[src/rtl/alarm_sched.sv]
// alarm_sched: seconds-of-day tracker with alarm arm/ring/snooze/auto-stop sequencing.
// SOD is resynced from the POSIX counter by a 32-cycle restoring modulo after reset and every time load.
module alarm_sched #(
  parameter int SEC_IN_DAY = 86400,
  parameter int RING_SEC   = 60,
  parameter int SNOOZE_SEC = 300,
  parameter int MAX_SNOOZE = 3,
  localparam int CW = $clog2(MAX_SNOOZE + 1),
  localparam int TW = $clog2((RING_SEC > SNOOZE_SEC ? RING_SEC : SNOOZE_SEC) + 1)
) (
  input  logic          clk_i,
  input  logic          rst_i,
  input  logic [31:0]   posix_time_i,
  input  logic          tick_i,
  input  logic          time_set_i,
  input  logic          alarm_en_i,
  input  logic [16:0]   alarm_time_i,
  input  logic          alarm_set_i,
  input  logic          snooze_i,
  input  logic          stop_i,
  output logic [16:0]   sod_o,
  output logic          sod_valid_o,
  output logic          ring_o,
  output logic [1:0]    state_o,
  output logic [CW-1:0] snooze_cnt_o,
  output logic          alarm_err_o
);
  localparam int SW = 17;
  localparam logic [SW-1:0] DAY     = SW'(SEC_IN_DAY);
  localparam logic [SW-1:0] LAST    = SW'(SEC_IN_DAY - 1);
  localparam logic [SW:0]   DAY_X   = {1'b0, DAY};
  localparam logic [TW-1:0] RING_T  = TW'(RING_SEC);
  localparam logic [TW-1:0] SNZ_T   = TW'(SNOOZE_SEC);
  localparam logic [CW-1:0] MAX_CNT = CW'(MAX_SNOOZE);

  typedef enum logic [1:0] {IDLE = 2'd0, ARMED = 2'd1, RING = 2'd2, SNZ = 2'd3} state_t;

  logic          r_start, r_busy, r_pend, r_valid, r_err;
  logic [4:0]    r_cnt;
  logic [31:0]   r_div;
  logic [SW-1:0] r_rem, r_sod, r_alarm;
  logic [TW-1:0] r_tmr;
  logic [CW-1:0] r_scnt;
  state_t        r_state;

  logic [SW:0]   w_sh;
  logic [SW-1:0] w_red, w_red1, w_nxt, w_alarm_n;
  logic          w_tick, w_match, w_bad;
  logic [TW-1:0] w_tmr_n;
  logic [CW-1:0] w_scnt_n;
  state_t        w_state_n;

  assign w_sh    = {r_rem, r_div[31]};
  assign w_red   = (w_sh >= DAY_X) ? SW'(w_sh - DAY_X) : w_sh[SW-1:0];
  assign w_red1  = (w_red == LAST) ? '0 : w_red + 1'b1;
  assign w_nxt   = (r_sod == LAST) ? '0 : r_sod + 1'b1;
  // A tick coinciding with a time load belongs to the old time base and is dropped.
  assign w_tick  = tick_i & r_valid & ~time_set_i;
  assign w_match = w_tick & (w_nxt == r_alarm);
  assign w_bad   = alarm_time_i >= DAY;

  always_ff @(posedge clk_i or posedge rst_i) begin
    if (rst_i) begin
      r_start <= 1'b1;
      r_busy  <= 1'b0;
      r_pend  <= 1'b0;
      r_valid <= 1'b0;
      r_cnt   <= '0;
      r_div   <= '0;
      r_rem   <= '0;
      r_sod   <= '0;
    end else if (r_start | time_set_i) begin
      r_start <= 1'b0;
      r_busy  <= 1'b1;
      r_pend  <= 1'b0;
      r_valid <= 1'b0;
      r_cnt   <= '0;
      r_div   <= posix_time_i;
      r_rem   <= '0;
    end else if (r_busy) begin
      r_div <= {r_div[30:0], 1'b0};
      r_rem <= w_red;
      r_cnt <= r_cnt + 1'b1;
      r_pend <= r_pend | tick_i;
      if (r_cnt == 5'd31) begin
        r_busy  <= 1'b0;
        r_valid <= 1'b1;
        r_sod   <= (r_pend | tick_i) ? w_red1 : w_red;
      end
    end else if (tick_i) begin
      r_sod <= w_nxt;
    end
  end

  always_ff @(posedge clk_i or posedge rst_i) begin
    if (rst_i) begin
      r_state <= IDLE;
      r_tmr   <= '0;
      r_scnt  <= '0;
      r_alarm <= '0;
      r_err   <= 1'b0;
    end else begin
      r_state <= w_state_n;
      r_tmr   <= w_tmr_n;
      r_scnt  <= w_scnt_n;
      r_alarm <= w_alarm_n;
      r_err   <= alarm_set_i & w_bad;
    end
  end

  always_comb begin
    w_state_n = r_state;
    w_tmr_n   = r_tmr;
    w_scnt_n  = r_scnt;
    w_alarm_n = r_alarm;
    if (!alarm_en_i) begin
      w_state_n = IDLE;
      w_scnt_n  = '0;
    end else if (alarm_set_i) begin
      if (!w_bad) begin
        w_alarm_n = alarm_time_i;
        w_state_n = ARMED;
        w_scnt_n  = '0;
      end
    end else begin
      case (r_state)
        IDLE: w_state_n = ARMED;
        ARMED: if (w_match) begin
          w_state_n = RING;
          w_tmr_n   = RING_T;
        end
        RING: if (stop_i) begin
          w_state_n = ARMED;
          w_scnt_n  = '0;
        end else if (snooze_i && r_scnt < MAX_CNT) begin
          w_state_n = SNZ;
          w_scnt_n  = r_scnt + 1'b1;
          w_tmr_n   = SNZ_T;
        end else if (w_tick) begin
          w_state_n = (r_tmr == 1) ? ARMED : RING;
          w_scnt_n  = (r_tmr == 1) ? '0 : r_scnt;
          w_tmr_n   = r_tmr - 1'b1;
        end
        default: if (stop_i) begin
          w_state_n = ARMED;
          w_scnt_n  = '0;
        end else if (w_tick) begin
          w_state_n = (r_tmr == 1) ? RING : SNZ;
          w_tmr_n   = (r_tmr == 1) ? RING_T : r_tmr - 1'b1;
        end
      endcase
    end
  end

  assign sod_o        = r_sod;
  assign sod_valid_o  = r_valid;
  assign ring_o       = r_state == RING;
  assign state_o      = r_state;
  assign snooze_cnt_o = r_scnt;
  assign alarm_err_o  = r_err;
endmodule
[config.mk]
export PLATFORM = sky130hd
export DESIGN_NAME = alarm_sched
export DESIGN_NICKNAME = d
export VERILOG_FILES = /design/src/rtl/alarm_sched.sv
export SDC_FILE = /design/constraint.sdc
export NUM_CORES = 1
export LEC_CHECK = 0
export CELL_PAD_IN_SITES_DETAIL_PLACEMENT = 0
export CELL_PAD_IN_SITES_GLOBAL_PLACEMENT = 1
export CORE_UTILIZATION = 39
export CTS_BUF_LIST = sky130_fd_sc_hd__clkbuf_4 sky130_fd_sc_hd__clkbuf_8
export DETAILED_ROUTE_END_ITERATION = 8
export GPL_ROUTABILITY_DRIVEN = 0
export GPL_TIMING_DRIVEN = 0
export PLACE_DENSITY = 0.83
export SYNTH_ARGS = -nofsm -noshare
export SYNTH_HDL_FRONTEND = slang
export SYNTH_SLANG_ARGS = --single-unit
[constraint.sdc]
create_clock -name clk_i -period 4.1 [get_ports clk_i]
set_input_delay 0.615 -clock clk_i [delete_from_list [all_inputs] [get_ports clk_i]]
set_output_delay 0.615 -clock clk_i [all_outputs]
set_load 0.02 [all_outputs]
# Word level (Yosys, flattened, before mapping)
# Index checks and enable logic that the tools add are counted.
[word_totals] ff_bits=106 out_inout_bits=24 elab_cells=116
[op_classes] addsub=6 order_cmp=3 eq_ne=20 muxes=50 bitwise_logic=11 reduce_logical=13
[op_table] op="2-to-1 mux 17 bit" count=9
[op_table] op="2-to-1 mux 32 bit" count=2
[op_table] op="2-to-1 mux 9 bit" count=7
[op_table] op="2-to-1 mux 2 bit" count=18
[op_table] op="adder 17 x 1 -> 17 bit, second input constant" count=2
[op_table] op="== test 17 bit, second input constant" count=2
[op_table] op="case mux 9 bit (3 select lines)" count=1
[op_table] op="greater-or-equal comparator 18 x 17 -> 1 bit, second input constant" count=1
[op_table] op="== test 17 bit" count=1
[op_table] op="greater-or-equal comparator 17 bit, second input constant" count=1
[op_table] op="subtractor 17 bit, second input constant" count=1
[op_table] op="2-to-1 mux 5 bit" count=2
[op_table] op="inequality test 5 x 1 -> 1 bit, second input constant" count=2
[op_table] op="== test 9 x 1 -> 1 bit, second input constant" count=1
[op_table] op="2-to-1 mux 1 bit" count=9
[op_table] op="subtractor 9 x 1 -> 9 bit, second input constant" count=1
[op_table] op="AND reduction 8 bit" count=1
[op_table] op="inequality test 7 x 1 -> 1 bit, second input constant" count=1
[op_table] op="inequality test 6 x 4 -> 1 bit, second input constant" count=1
[op_table] op="case mux 2 bit (3 select lines)" count=1
[op_table] op="AND reduction 3 bit" count=2
[op_table] op="nonzero test 2 bit" count=3
[op_table] op="adder 5 x 1 -> 5 bit, second input constant" count=1
[op_table] op="== test 5 bit, second input constant" count=1
[op_table] op="22 further kinds" count=32

# Depth between registers and ports, before layout
# Gate-level depths: netlist of run 1.
[depth] word_depth=8 mapped_depth=11 ltp_nobuf=10

# Worst setup path before layout of run 1
# Ideal clock, no wire load.
[synth_timing] path_type="reg2reg" startpoint="reg r_sod[3] (netlist: sod_o[3])" endpoint="reg r_tmr[0]" setup_time_ns=0.125 arrival_ns=3.172 setup_slack_ns=0.803 stages_incl_launch_ff=11 path_buffers=1 cell_sequence="dfrtp_1 -> buf_4 -> and4_1 -> nand4_2 -> or4_1 -> xnor2_1 -> a211o_1 -> nor4_4 -> a21oi_2 -> nor3_4 -> mux2_4"
[synth_via] elab_chain_cells=6
[synth_lines] item="start, declared" line="41" source="logic [SW-1:0] r_rem, r_sod, r_alarm;"
[synth_lines] item="start signal, assigned" line="88" source="r_sod <= (r_pend | tick_i) ? w_red1 : w_red;"
[synth_lines] item="start signal, assigned" line="91" source="r_sod <= w_nxt;"
[synth_lines] item="adder 17 x 1 -> 17 bit / == test 17 bit (equally long branches)" line="56" source="assign w_nxt = (r_sod == LAST) ? '0 : r_sod + 1'b1;"
[synth_lines] item="2-to-1 mux 17 bit *" line="56"
[synth_lines] item="== test 17 bit *" line="59" source="assign w_match = w_tick & (w_nxt == r_alarm);"
[synth_lines] item="AND 1 bit *" line="59"
[synth_lines] item="inequality test 2 bit (no line) *"
[synth_lines] item="AND reduction 8 bit (no line) *"
[synth_lines] item="end signal, assigned" line="104" source="r_tmr <= w_tmr_n;"
[synth_lines] item="end, declared" line="42" source="logic [TW-1:0] r_tmr;"
# Mark *: on every way between the ends. The rest lies on a longest branch, timed or not.
# A chain may end at the register's enable or synchronous reset.

# Worst setup path in the final report of run 1
[layout_timing] startpoint="reg r_sod[4] (netlist: sod_o[4])" endpoint="reg r_tmr[0]"
# Same word-level chain as after synthesis.

==> flow_results.xml, run 1 <==
<?xml version="1.0" encoding="UTF-8"?>
<metrics>
  <group name="worst_setup_path">
    <metric name="critPathArrivalTime" unit="ps">3980</metric>
    <metric name="crit_path_start_kind" unit="">flip-flop</metric>
    <metric name="critPathRequiredTime" unit="ps">4400</metric>
    <metric name="worst-path-max-fanout" unit="">10</metric>
    <metric name="worstSetupPathType" unit="">flip-flop to flip-flop</metric>
    <metric name="critPathCaptureType" unit="">flip-flop</metric>
  </group>
  <group name="clock_tree">
    <metric name="cts_resized" unit="">0</metric>
    <metric name="max-clock-path-buffers" unit="">2</metric>
    <metric name="hold_buffers" unit="">0</metric>
    <metric name="worstSkewPairLatency" unit="ps">420</metric>
    <metric name="post-cts-setup-buffers" unit="">0</metric>
    <metric name="clock-root-buffer" unit="">sky130_fd_sc_hd__clkbuf_8</metric>
    <metric name="htree_num_levels" unit="">3</metric>
    <metric name="cts_tree" unit="">yes</metric>
    <metric name="clock-sinks" unit="">106</metric>
    <metric name="cts_bufs_inserted" unit="">9</metric>
    <metric name="cts_clock_pin_slew_for_the_worst_setup_and_hold_paths" unit="ps">110</metric>
  </group>
  <group name="grt">
    <metric name="grt_max_degree" unit="">68</metric>
    <metric name="antenna_found_initial" unit="">0</metric>
    <metric name="total_global_routing_track_utilization" unit="%">20.9</metric>
    <metric name="grt_first_pass_wirelength" unit="µm">30100</metric>
    <metric name="number_of_global_route_vias_before_repair" unit="">5814</metric>
    <metric name="globalRouteOverflowTotal" unit="">0</metric>
  </group>
  <group name="synthesis">
    <metric name="postSynth.topFlopCell" unit="">sky130_fd_sc_hd__dfrtp_1</metric>
    <metric name="ys_seq_area_share" unit="%">38.0</metric>
    <metric name="synth_cell_types" unit="">82</metric>
    <metric name="yosys.area_share.xor_xnor" unit="%">4.89</metric>
    <metric name="synth_fp_nets" unit="">854</metric>
    <metric name="synth_fa_ha_area_share" unit="%">2.33</metric>
    <metric name="synth_async_sr_flop_share" unit="%">100</metric>
    <metric name="synth.avg_cell_area" unit="µm²">8.92</metric>
    <metric name="synth_area_leader_cell" unit="">sky130_fd_sc_hd__dfrtp_1</metric>
    <metric name="post_synthesis_compound_gate_area_fraction" unit="%">19.1</metric>
    <metric name="synth_warnings" unit="">0</metric>
    <metric name="synthTopCellsByCount" unit="">sky130_fd_sc_hd__dfrtp_1, sky130_fd_sc_hd__nand2_1, sky130_fd_sc_hd__nor2_1</metric>
    <metric name="synthSimpleGateAreaFrac" unit="%">21.6</metric>
    <metric name="synth.top_cell.area_share" unit="%">37.6</metric>
    <metric name="synthesis.area" unit="mm²">0.00699</metric>
    <metric name="syn-instance-count" unit="">784</metric>
    <metric name="synth_top_family_by_area" unit="">simple AND/OR/NAND/NOR gates</metric>
    <metric name="post_synth_main_area_contributors" unit="">sky130_fd_sc_hd__dfrtp_1, sky130_fd_sc_hd__mux2i_1, sky130_fd_sc_hd__o21ai_0</metric>
    <metric name="synth-edff-count" unit="">0</metric>
    <metric name="yosys-mux-area-fraction" unit="%">9.61</metric>
    <metric name="yosys_register_bits" unit="">106</metric>
    <metric name="cell_with_the_most_instances_after_synthesis" unit="">sky130_fd_sc_hd__dfrtp_1</metric>
  </group>
  <group name="power_and_ir_drop">
    <metric name="share_clk_of_total_power" unit="%">27.8</metric>
    <metric name="post_route_total_power" unit="W">0.00245</metric>
    <metric name="cellInternalPower" unit="W">0.00165</metric>
    <metric name="p_sw" unit="W">0.000809</metric>
    <metric name="vdd_drop_max" unit="V">0.000197</metric>
    <metric name="powerDensity" unit="mW/mm²">295</metric>
    <metric name="netSwitchingFraction" unit="%">33.0</metric>
    <metric name="seqPwrFrac" unit="%">50.9</metric>
    <metric name="power_leakage" unit="nW">3.63</metric>
    <metric name="power_frac_comb" unit="%">21.2</metric>
  </group>
  <group name="outcome">
    <metric name="outcome" unit="">completed</metric>
  </group>
  <group name="sta">
    <metric name="timing.final.max_slew_violations" unit="">0</metric>
    <metric name="layout_worst_path_cycle_share" unit="%">89.6</metric>
    <metric name="hold_viol" unit="">0</metric>
    <metric name="worst_slew_margin_rel" unit="%">33.7</metric>
    <metric name="final_critical_path_required_period" unit="ps">3680</metric>
    <metric name="finClkSkew" unit="ps">24.0</metric>
    <metric name="max_freq" unit="MHz">272</metric>
    <metric name="grt_setup_unrepaired" unit="">false</metric>
    <metric name="worst_slew_pin_slew" unit="ps">992</metric>
    <metric name="tns" unit="ps">0</metric>
    <metric name="setup-violations-final" unit="">0</metric>
  </group>
  <group name="routing">
    <metric name="detail_route.wl_per_cell" unit="µm">16.9</metric>
    <metric name="detail_route.vias_per_cell" unit="">5.55</metric>
    <metric name="num_vias" unit="">6133</metric>
    <metric name="antenna_violating_nets_post_route" unit="">0</metric>
    <metric name="drt_first_pass_iters" unit="">5</metric>
    <metric name="routed_wl" unit="µm">18700</metric>
    <metric name="drcViolationCount" unit="">0</metric>
    <metric name="initial_drc_count" unit="">415</metric>
  </group>
  <group name="layout">
    <metric name="drive_gt1_share" unit="%">8.06</metric>
    <metric name="insertedDiodeCount" unit="">0</metric>
    <metric name="num-nets-final" unit="">946</metric>
    <metric name="area.growth.synth_to_final" unit="%">18.8</metric>
    <metric name="instances_no_fill" unit="">1106</metric>
    <metric name="final.fill_count" unit="">1752</metric>
  </group>
  <group name="die">
    <metric name="pin_count" unit="">81</metric>
    <metric name="placeableCoreArea" unit="mm²">0.0174</metric>
    <metric name="total_die_area" unit="mm²">0.0185</metric>
    <metric name="fp-row-count" unit="">48</metric>
    <metric name="die_height" unit="µm">136</metric>
    <metric name="die-width" unit="µm">136</metric>
    <metric name="start_util" unit="%">40.1</metric>
  </group>
  <group name="placement">
    <metric name="place.detailed.instances" unit="">1090</metric>
    <metric name="io_buffers" unit="">80</metric>
    <metric name="estimated_wirelength_of_the_detail_placed_design" unit="µm">13600</metric>
  </group>
  <group name="job">
    <metric name="cap_viol_max_count" unit="">0</metric>
  </group>
  <group name="hold_path">
    <metric name="hold_wc_path_type" unit="">flip-flop to flip-flop</metric>
  </group>
</metrics>
==> critical path: stages (launching register included) <==
cell and delay (ps):
sky130_fd_sc_hd__dfrtp_1 390, sky130_fd_sc_hd__buf_4 170, sky130_fd_sc_hd__and4_1 300, sky130_fd_sc_hd__nand4_2 230, sky130_fd_sc_hd__or4_1 600, sky130_fd_sc_hd__xnor2_1 160
sky130_fd_sc_hd__a211o_1 320, sky130_fd_sc_hd__nor4_4 330, sky130_fd_sc_hd__a21oi_2 220, sky130_fd_sc_hd__nor3_4 490, sky130_fd_sc_hd__mux2_4 340
==> kinds of logic after synthesis <==
family | after synthesis
flops | 106
simple gates | 289
other cells | 1
compound gates | 201
xor+xnor | 39
fa+ha+maj | 13
mux | 64
buf+inv | 71
==> per-layer routing <==
metal / vias to the layer above / global-route usage [%] / part of all wire (%) / routed length (µm)
met1: 2962 / 28.2 / 48 / 9010
met4: 0 / 6.05 / 1.6 / 292
met5: - / 0 / 0 / 0
met2: 122 / 34.2 / 47 / 8730
li1: 3030 / - / - / -
met3: 19 / 3.58 / 3.6 / 667
==> flip-flops by register name, summed over array words and instances, names as in the netlist, 2 cells and up <==
register	flops
r_div	32
r_alarm	17
r_rem	17
sod_o	17
r_tmr	9
r_cnt	5
snooze_cnt_o	2
state_o	2
==> stage by stage <==
stage / setup WS (ps) / instance area [µm²] / utilization, % / hold slack [ps]
after detailed placement: 428 / 8100 / 46.5 / 503
after global placement: -1090 / 8070 / 46.4 / 493
final: 424 / 8310 / 47.7 / 532
after global routing: 202 / 8310 / 47.7 / 567
after CTS: 406 / 8310 / 47.7 / 530
after floorplan: 698 / 6990 / - / 477
==> area by class of cell <==
class                           instances  area (µm²)  share of cell area, %
Timing Repair Buffer                   81         828                   9.97
Buffer                                 50         235                   2.83
Multi-Input combinational cell        607        4020                   48.4
Clock inverter                          7        80.1                  0.964
Sequential cell                       106        2650                   31.9
Tap cell                              225         282                   3.39
Clock buffer                            9         124                   1.49
Inverter                               21        81.3                  0.979
==> placed cells by master, fill, tap and decap left out, types with 16 or more instances in the layout <==
| cell | Yosys | layout |
|---|---|---|
| sky130_fd_sc_hd__a21oi_1 | 40 | 40 |
| sky130_fd_sc_hd__clkbuf_1 | 31 | 31 |
| sky130_fd_sc_hd__clkdlybuf4s50_1 | 0 | 80 |
| sky130_fd_sc_hd__dfrtp_1 | 105 | 105 |
| sky130_fd_sc_hd__inv_1 | 21 | 20 |
| sky130_fd_sc_hd__mux2_2 | 17 | 17 |
| sky130_fd_sc_hd__mux2i_1 | 45 | 45 |
| sky130_fd_sc_hd__nand2_1 | 81 | 81 |
| sky130_fd_sc_hd__nand3_1 | 19 | 19 |
| sky130_fd_sc_hd__nor2_1 | 73 | 73 |
| sky130_fd_sc_hd__nor3_1 | 25 | 25 |
| sky130_fd_sc_hd__o21ai_0 | 62 | 62 |
| sky130_fd_sc_hd__xnor2_1 | 23 | 23 |
| sky130_fd_sc_hd__xor2_1 | 16 | 16 |
==> power groups by stage <==
stage	Clock (W)	Sequential, W	Combinational [W]
4_1_cts	0.000708	0.00125	0.000525
6_report	0.000683	0.00125	0.000521
3_5_place_dp	0	0.00127	0.000523
5_1_grt	0.000749	0.00126	0.000585
2_1_floorplan	0	0.00124	0.000368
3_3_place_gp	0	0.00127	0.000510
==> worst paths after layout <==
path,from,to,slack [ps],depth (start not counted)
max in group asynchronous,rst_i,r_start,2760,3
setup reg to reg,sod_o[4],r_tmr[0],420,10
min in group asynchronous,rst_i,r_alarm[9],580,2
hold reg to reg,r_pend,r_pend,530,2
hold / removal,r_pend,r_pend,530,2
setup / recovery,sod_o[4],r_tmr[0],420,10
(Power assumes the default switching activity.)
==> run 2, diff against run 1 <==
--- a/config.mk
+++ b/config.mk
@@ -7,12 +7,12 @@
 export LEC_CHECK = 0
 export CELL_PAD_IN_SITES_DETAIL_PLACEMENT = 0
 export CELL_PAD_IN_SITES_GLOBAL_PLACEMENT = 1
-export CORE_UTILIZATION = 39
+export CORE_UTILIZATION = 45
 export CTS_BUF_LIST = sky130_fd_sc_hd__clkbuf_4 sky130_fd_sc_hd__clkbuf_8
 export DETAILED_ROUTE_END_ITERATION = 8
 export GPL_ROUTABILITY_DRIVEN = 0
 export GPL_TIMING_DRIVEN = 0
-export PLACE_DENSITY = 0.83
+export PLACE_DENSITY = 0.92
 export SYNTH_ARGS = -nofsm -noshare
 export SYNTH_HDL_FRONTEND = slang
 export SYNTH_SLANG_ARGS = --single-unit
==> flow_results.xml, run 2 (synthesized netlist as in run 1, its figures left out) <==
<?xml version="1.0" encoding="UTF-8"?>
<metrics>
  <group name="outcome">
    <metric name="outcome" unit="">completed</metric>
  </group>
  <group name="clock_tree">
    <metric name="cts_clock_pin_slew_for_the_worst_setup_and_hold_paths" unit="ps">110</metric>
    <metric name="clock-sinks" unit="">106</metric>
    <metric name="hold_buffers" unit="">0</metric>
    <metric name="post-cts-setup-buffers" unit="">0</metric>
    <metric name="cts_bufs_inserted" unit="">9</metric>
    <metric name="max-clock-path-buffers" unit="">2</metric>
    <metric name="cts_tree" unit="">yes</metric>
    <metric name="htree_num_levels" unit="">3</metric>
    <metric name="clock-root-buffer" unit="">sky130_fd_sc_hd__clkbuf_8</metric>
    <metric name="worstSkewPairLatency" unit="ps">400</metric>
    <metric name="cts_resized" unit="">0</metric>
  </group>
  <group name="sta">
    <metric name="timing.final.max_slew_violations" unit="">0</metric>
    <metric name="finalWorstSetupSlack" unit="ps">418</metric>
    <metric name="final.hold.worst_slack" unit="ps">534</metric>
    <metric name="hold_viol" unit="">0</metric>
    <metric name="layout_worst_path_cycle_share" unit="%">89.8</metric>
    <metric name="worst_slew_margin_rel" unit="%">29.6</metric>
    <metric name="setup-violations-final" unit="">0</metric>
    <metric name="worst_slew_pin_slew" unit="ps">1050</metric>
    <metric name="final_critical_path_required_period" unit="ps">3680</metric>
    <metric name="max_freq" unit="MHz">272</metric>
    <metric name="grt_setup_unrepaired" unit="">false</metric>
    <metric name="finClkSkew" unit="ps">11.6</metric>
  </group>
  <group name="power_and_ir_drop">
    <metric name="post_route_total_power" unit="W">0.00244</metric>
    <metric name="powerDensity" unit="mW/mm²">295</metric>
    <metric name="vdd_drop_max" unit="V">0.000149</metric>
    <metric name="power_leakage" unit="nW">3.63</metric>
  </group>
  <group name="layout">
    <metric name="instances_no_fill" unit="">1069</metric>
    <metric name="drive_gt1_share" unit="%">8.06</metric>
    <metric name="area.growth.synth_to_final" unit="%">18.2</metric>
    <metric name="final_cell_mix" unit="">sky130_fd_sc_hd__dfrtp_1, sky130_fd_sc_hd__nand2_1, sky130_fd_sc_hd__clkdlybuf4s50_1</metric>
    <metric name="registers.top_by_ff_count" unit="">r_div</metric>
    <metric name="largest_reg_flops" unit="">32</metric>
    <metric name="layout.cell_area.non_filler" unit="mm²">0.00826</metric>
    <metric name="final.fill_count" unit="">1409</metric>
    <metric name="num-nets-final" unit="">946</metric>
    <metric name="insertedDiodeCount" unit="">0</metric>
    <metric name="multi_input_area" unit="mm²">0.00402</metric>
    <metric name="register_area" unit="mm²">0.00265</metric>
    <metric name="layout.cells.most_common" unit="">sky130_fd_sc_hd__dfrtp_1</metric>
  </group>
  <group name="routing">
    <metric name="num_vias" unit="">6143</metric>
    <metric name="detail_route.wl_per_cell" unit="µm">16.6</metric>
    <metric name="drcViolationCount" unit="">0</metric>
    <metric name="antenna_violating_nets_post_route" unit="">0</metric>
    <metric name="detail_route.vias_per_cell" unit="">5.75</metric>
    <metric name="drt_first_pass_iters" unit="">6</metric>
    <metric name="routed_wl" unit="µm">17800</metric>
    <metric name="initial_drc_count" unit="">511</metric>
  </group>
  <group name="grt">
    <metric name="globalRouteOverflowTotal" unit="">0</metric>
    <metric name="grt_first_pass_wirelength" unit="µm">29500</metric>
    <metric name="number_of_global_route_vias_before_repair" unit="">5810</metric>
    <metric name="grt_max_degree" unit="">65</metric>
    <metric name="antenna_found_initial" unit="">0</metric>
    <metric name="total_global_routing_track_utilization" unit="%">23.2</metric>
  </group>
  <group name="die">
    <metric name="start_util" unit="%">46.0</metric>
    <metric name="placeableCoreArea" unit="mm²">0.0152</metric>
    <metric name="die-width" unit="µm">127</metric>
    <metric name="pin_count" unit="">81</metric>
    <metric name="total_die_area" unit="mm²">0.0160</metric>
    <metric name="fp-row-count" unit="">45</metric>
    <metric name="die_height" unit="µm">127</metric>
  </group>
  <group name="placement">
    <metric name="estimated_wirelength_of_the_detail_placed_design" unit="µm">13100</metric>
    <metric name="place_ws" unit="ps">472</metric>
    <metric name="postPlaceCellArea" unit="mm²">0.00806</metric>
    <metric name="place.detailed.instances" unit="">1053</metric>
    <metric name="io_buffers" unit="">80</metric>
  </group>
  <group name="worst_setup_path">
    <metric name="critPathCaptureType" unit="">flip-flop</metric>
    <metric name="worstSetupPathType" unit="">flip-flop to flip-flop</metric>
    <metric name="critPathArrivalTime" unit="ps">3970</metric>
    <metric name="critPathRequiredTime" unit="ps">4390</metric>
    <metric name="worst-path-max-fanout" unit="">10</metric>
    <metric name="crit_path_start_kind" unit="">flip-flop</metric>
  </group>
  <group name="hold_path">
    <metric name="hold_wc_path_type" unit="">flip-flop to flip-flop</metric>
  </group>
  <group name="job">
    <metric name="cap_viol_max_count" unit="">0</metric>
  </group>
</metrics>
==> run 2: cell types whose count changed in the layout (fill, tap and decap cells not counted) <==
cell	before	now
sky130_fd_sc_hd__inv_8	2	3
sky130_fd_sc_hd__clkinv_8	2	1
sky130_fd_sc_hd__clkbuf_8	9	10
sky130_fd_sc_hd__inv_6	1	0
==> run 2: per-layer routing <==
layer	routed length, µm	part of all wire (%)	up-vias	track usage (%)
met2	8330	47	149	38.0
met4	240	1.3	0	6.95
met3	719	4.0	17	2.87
met5	0	0	-	0
met1	8500	48	2942	32.0
li1	-	-	3035	-
==> run 2: final timing paths <==
check / slack, ps / depth (start not counted) / from / end
min in group asynchronous: 640 / 2 / rst_i / sod_o[11]
max in group asynchronous: 2710 / 3 / rst_i / r_start
max: 420 / 9 / sod_o[0] / r_tmr[0]
min: 530 / 2 / r_div[0] / r_div[0]
max reg2reg: 420 / 9 / sod_o[0] / r_tmr[0]
min reg2reg: 530 / 2 / r_div[0] / r_div[0]
==> run 2: worst max-delay path, cell delays in order (launching register included) <==
cell	delay, ps
sky130_fd_sc_hd__dfrtp_1	550
sky130_fd_sc_hd__and2_1	310
sky130_fd_sc_hd__nand4_2	240
sky130_fd_sc_hd__or4_1	600
sky130_fd_sc_hd__xnor2_1	160
sky130_fd_sc_hd__a211o_1	320
sky130_fd_sc_hd__nor4_4	340
sky130_fd_sc_hd__a21oi_2	210
sky130_fd_sc_hd__nor3_4	490
sky130_fd_sc_hd__mux2_4	340
==> run 2: final cells by class <==
type	count	area share, %
inverters	21	0.985
plain buffers	50	2.85
repair buffers	81	10.0
clock inverters	6	0.803
well taps	188	2.85
multi-input cells	607	48.7
flip-flops and latches	106	32.1
clock buffers	10	1.67
==> run 2: power by group <==
part | total, W | internal, W | switching (W) | leakage [nW]
Sequential | 0.00125 | 0.00115 | 0.000102 | 1.35
Clock | 0.000674 | 0.000257 | 0.000417 | 0.101
Combinational | 0.000516 | 0.000256 | 0.000260 | 2.18
Total | 0.00244 | 0.00166 | 0.000778 | 3.63
==> run 2: through the flow <==
stage | setup TNS (ps) | utilization [%]
after floorplan | 0 | -
after global placement | -106270 | 52.8
after detailed placement | 0 | 53.0
after CTS | 0 | 54.3
after global routing | 0 | 54.3
final | 0 | 54.3
==> run 3, diff against run 2 <==
--- a/config.mk
+++ b/config.mk
@@ -7,12 +7,14 @@
 export LEC_CHECK = 0
 export CELL_PAD_IN_SITES_DETAIL_PLACEMENT = 0
 export CELL_PAD_IN_SITES_GLOBAL_PLACEMENT = 1
-export CORE_UTILIZATION = 45
+export CORE_MARGIN = 4
+export CORE_UTILIZATION = 48
 export CTS_BUF_LIST = sky130_fd_sc_hd__clkbuf_4 sky130_fd_sc_hd__clkbuf_8
+export CTS_CLUSTER_SIZE = 16
 export DETAILED_ROUTE_END_ITERATION = 8
 export GPL_ROUTABILITY_DRIVEN = 0
 export GPL_TIMING_DRIVEN = 0
-export PLACE_DENSITY = 0.92
+export PLACE_DENSITY = 0.95
 export SYNTH_ARGS = -nofsm -noshare
 export SYNTH_HDL_FRONTEND = slang
 export SYNTH_SLANG_ARGS = --single-unit
==> constraint.sdc (replaced) <==
create_clock -name clk_i -period 4.4 [get_ports clk_i]
set_input_delay 0.66 -clock clk_i [delete_from_list [all_inputs] [get_ports clk_i]]
set_output_delay 0.66 -clock clk_i [all_outputs]
set_load 0.02 [all_outputs]
==> flow_results.xml, run 3 (synthesized netlist as in run 1, its figures left out) <==
<?xml version="1.0" encoding="UTF-8"?>
<metrics>
  <group name="layout">
    <metric name="drive_gt1_share" unit="%">8.06</metric>
    <metric name="area.growth.synth_to_final" unit="%">17.9</metric>
    <metric name="largest_reg_flops" unit="">32</metric>
    <metric name="layout.cells.most_common" unit="">sky130_fd_sc_hd__dfrtp_1</metric>
    <metric name="instances_no_fill" unit="">1061</metric>
    <metric name="num-nets-final" unit="">946</metric>
    <metric name="final_cell_mix" unit="">sky130_fd_sc_hd__dfrtp_1, sky130_fd_sc_hd__nand2_1, sky130_fd_sc_hd__clkdlybuf4s50_1</metric>
    <metric name="insertedDiodeCount" unit="">0</metric>
    <metric name="registers.top_by_ff_count" unit="">r_div</metric>
    <metric name="layout.cell_area.non_filler" unit="mm²">0.00824</metric>
  </group>
  <group name="placement">
    <metric name="place.detailed.instances" unit="">1045</metric>
    <metric name="place_ws" unit="ps">725</metric>
    <metric name="estimated_wirelength_of_the_detail_placed_design" unit="µm">13000</metric>
    <metric name="io_buffers" unit="">80</metric>
    <metric name="postPlaceCellArea" unit="mm²">0.00805</metric>
  </group>
  <group name="worst_setup_path">
    <metric name="critical_path.reg2reg.startpoint" unit="">sod_o[0]</metric>
    <metric name="critPathCaptureType" unit="">flip-flop</metric>
    <metric name="critPathArrivalTime" unit="ps">3970</metric>
    <metric name="worst-path-max-fanout" unit="">10</metric>
    <metric name="cp_slowest_stage_delay" unit="ps">610</metric>
    <metric name="ff2ff_setup_slack" unit="ps">720</metric>
    <metric name="cp_cell_sequence" unit="">and2_1 &gt; nand4_2 &gt; or4_1 &gt; xnor2_1 &gt; a211o_1 &gt; nor4_4 &gt; a21oi_2 &gt; nor3_4 &gt; mux2_4</metric>
    <metric name="rr_worst_depth" unit="">9</metric>
    <metric name="critPathRequiredTime" unit="ps">4690</metric>
    <metric name="crit_path_start_kind" unit="">flip-flop</metric>
    <metric name="cp_slowest_cell" unit="">sky130_fd_sc_hd__or4_1</metric>
    <metric name="r2r-end" unit="">r_tmr[0]</metric>
    <metric name="worstSetupPathType" unit="">flip-flop to flip-flop</metric>
  </group>
  <group name="sta">
    <metric name="grt_setup_unrepaired" unit="">false</metric>
    <metric name="finalWorstSetupSlack" unit="ps">718</metric>
    <metric name="hold_viol" unit="">0</metric>
    <metric name="finClkSkew" unit="ps">19.6</metric>
    <metric name="final_critical_path_required_period" unit="ps">3680</metric>
    <metric name="timing.final.max_slew_violations" unit="">0</metric>
    <metric name="worst_slew_pin_slew" unit="ps">1090</metric>
    <metric name="layout_worst_path_cycle_share" unit="%">83.7</metric>
    <metric name="worst_slew_margin_rel" unit="%">27.1</metric>
    <metric name="setup-violations-final" unit="">0</metric>
    <metric name="max_freq" unit="MHz">272</metric>
  </group>
  <group name="routing">
    <metric name="detail_route.vias_per_cell" unit="">5.77</metric>
    <metric name="drcViolationCount" unit="">0</metric>
    <metric name="num_vias" unit="">6118</metric>
    <metric name="detail_route.wl_per_cell" unit="µm">16.8</metric>
    <metric name="initial_drc_count" unit="">426</metric>
    <metric name="drt_first_pass_iters" unit="">5</metric>
    <metric name="routed_wl" unit="µm">17800</metric>
    <metric name="antenna_violating_nets_post_route" unit="">0</metric>
  </group>
  <group name="hold_path">
    <metric name="hold_path_end" unit="">r_cnt[4]</metric>
    <metric name="hold_wc_path_type" unit="">flip-flop to flip-flop</metric>
    <metric name="min_from" unit="">r_cnt[4]</metric>
    <metric name="worst_hold_path_cells" unit="">2</metric>
  </group>
  <group name="die">
    <metric name="total_die_area" unit="mm²">0.0166</metric>
    <metric name="fp-row-count" unit="">43</metric>
    <metric name="placeableCoreArea" unit="mm²">0.0141</metric>
    <metric name="die-width" unit="µm">129</metric>
    <metric name="start_util" unit="%">49.6</metric>
    <metric name="pin_count" unit="">81</metric>
    <metric name="die_height" unit="µm">129</metric>
  </group>
  <group name="job">
    <metric name="cap_viol_max_count" unit="">0</metric>
  </group>
  <group name="clock_tree">
    <metric name="cts_tree" unit="">yes</metric>
    <metric name="post-cts-setup-buffers" unit="">0</metric>
    <metric name="clock-root-buffer" unit="">sky130_fd_sc_hd__clkbuf_8</metric>
    <metric name="cts_clock_pin_slew_for_the_worst_setup_and_hold_paths" unit="ps">110</metric>
    <metric name="htree_num_levels" unit="">3</metric>
    <metric name="clock-sinks" unit="">106</metric>
    <metric name="max-clock-path-buffers" unit="">2</metric>
    <metric name="cts_bufs_inserted" unit="">9</metric>
    <metric name="cts_resized" unit="">0</metric>
    <metric name="hold_buffers" unit="">0</metric>
    <metric name="worstSkewPairLatency" unit="ps">410</metric>
  </group>
  <group name="grt">
    <metric name="grtUsageMet1" unit="%">30.4</metric>
    <metric name="number_of_global_route_vias_before_repair" unit="">5653</metric>
    <metric name="global_route.usage.met2" unit="%">34.6</metric>
    <metric name="antenna_found_initial" unit="">0</metric>
    <metric name="grt_first_pass_wirelength" unit="µm">29200</metric>
    <metric name="grt_max_degree" unit="">57</metric>
    <metric name="busiest_layer" unit="">met2</metric>
    <metric name="total_global_routing_track_utilization" unit="%">21.9</metric>
    <metric name="globalRouteOverflowTotal" unit="">0</metric>
    <metric name="groute.layer.met3.usage" unit="%">5.56</metric>
  </group>
  <group name="power_and_ir_drop">
    <metric name="vdd_drop_max" unit="V">0.000148</metric>
    <metric name="power_leakage" unit="nW">3.63</metric>
    <metric name="powerDensity" unit="mW/mm²">274</metric>
  </group>
  <group name="outcome">
    <metric name="outcome" unit="">completed</metric>
  </group>
</metrics>
-- run 3: cell types whose count changed in the layout (fill, tap and decap cells not counted), sizes merged --
cell / previous run / this run
clkinv: 2 / 3
clkbuf: 42 / 41
-- run 3: how the worst max path moves through the flow --
stage                   to     start  cells past startpoint
3_5_place_dp      r_tmr[1]    tick_i                      8
2_1_floorplan  alarm_err_o     rst_i                      1
5_1_grt           r_tmr[0]  sod_o[0]                     10
4_1_cts           r_tmr[0]  sod_o[4]                     10
3_3_place_gp     r_rem[14]     rst_i                      2
6_report          r_tmr[0]  sod_o[0]                      9
-- run 3: layer usage --
metal | routed length [µm] | vias up
met1 | 8380 | 2929
met4 | 226 | 0
met2 | 8310 | 136
li1 | - | 3038
met3 | 879 | 15
met5 | 0 | -
-- run 3: per-stage QoR --
step | hold WS [ps] | power (W) | utilization, % | setup TNS [ps]
2_1_floorplan | 477 | 0.00150 | - | 0
3_5_place_dp | 525 | 0.00166 | 57.1 | 0
3_3_place_gp | 495 | 0.00165 | 56.9 | -67050
6_report | 554 | 0.00226 | 58.5 | 0
5_1_grt | 576 | 0.00239 | 58.5 | 0
4_1_cts | 555 | 0.00228 | 58.5 | 0
-- run 3: critical path, delay by kind of cell, from the launching register on --
family | cells | cell delay [ps]
xor+xnor | 1 | 160
flops | 1 | 550
mux | 1 | 340
simple gates | 5 | 1980
compound gates | 2 | 530
-- run 3: area by class of cell --
type                       count  area (µm²)
buffer                        50         235
clock inverter                 7        71.3
clock buffer                   9         124
sequential                   106        2650
timing repair buffer          81         828
inverter                      21        81.3
fill                        1292        5850
tap                          180         225
multi-input combinational    607        4020
-- run 3: power breakdown --
part	switching [W]	internal, W
clock network	0.000389	0.000222
logic	0.000243	0.000240
registers	0.0000966	0.00107
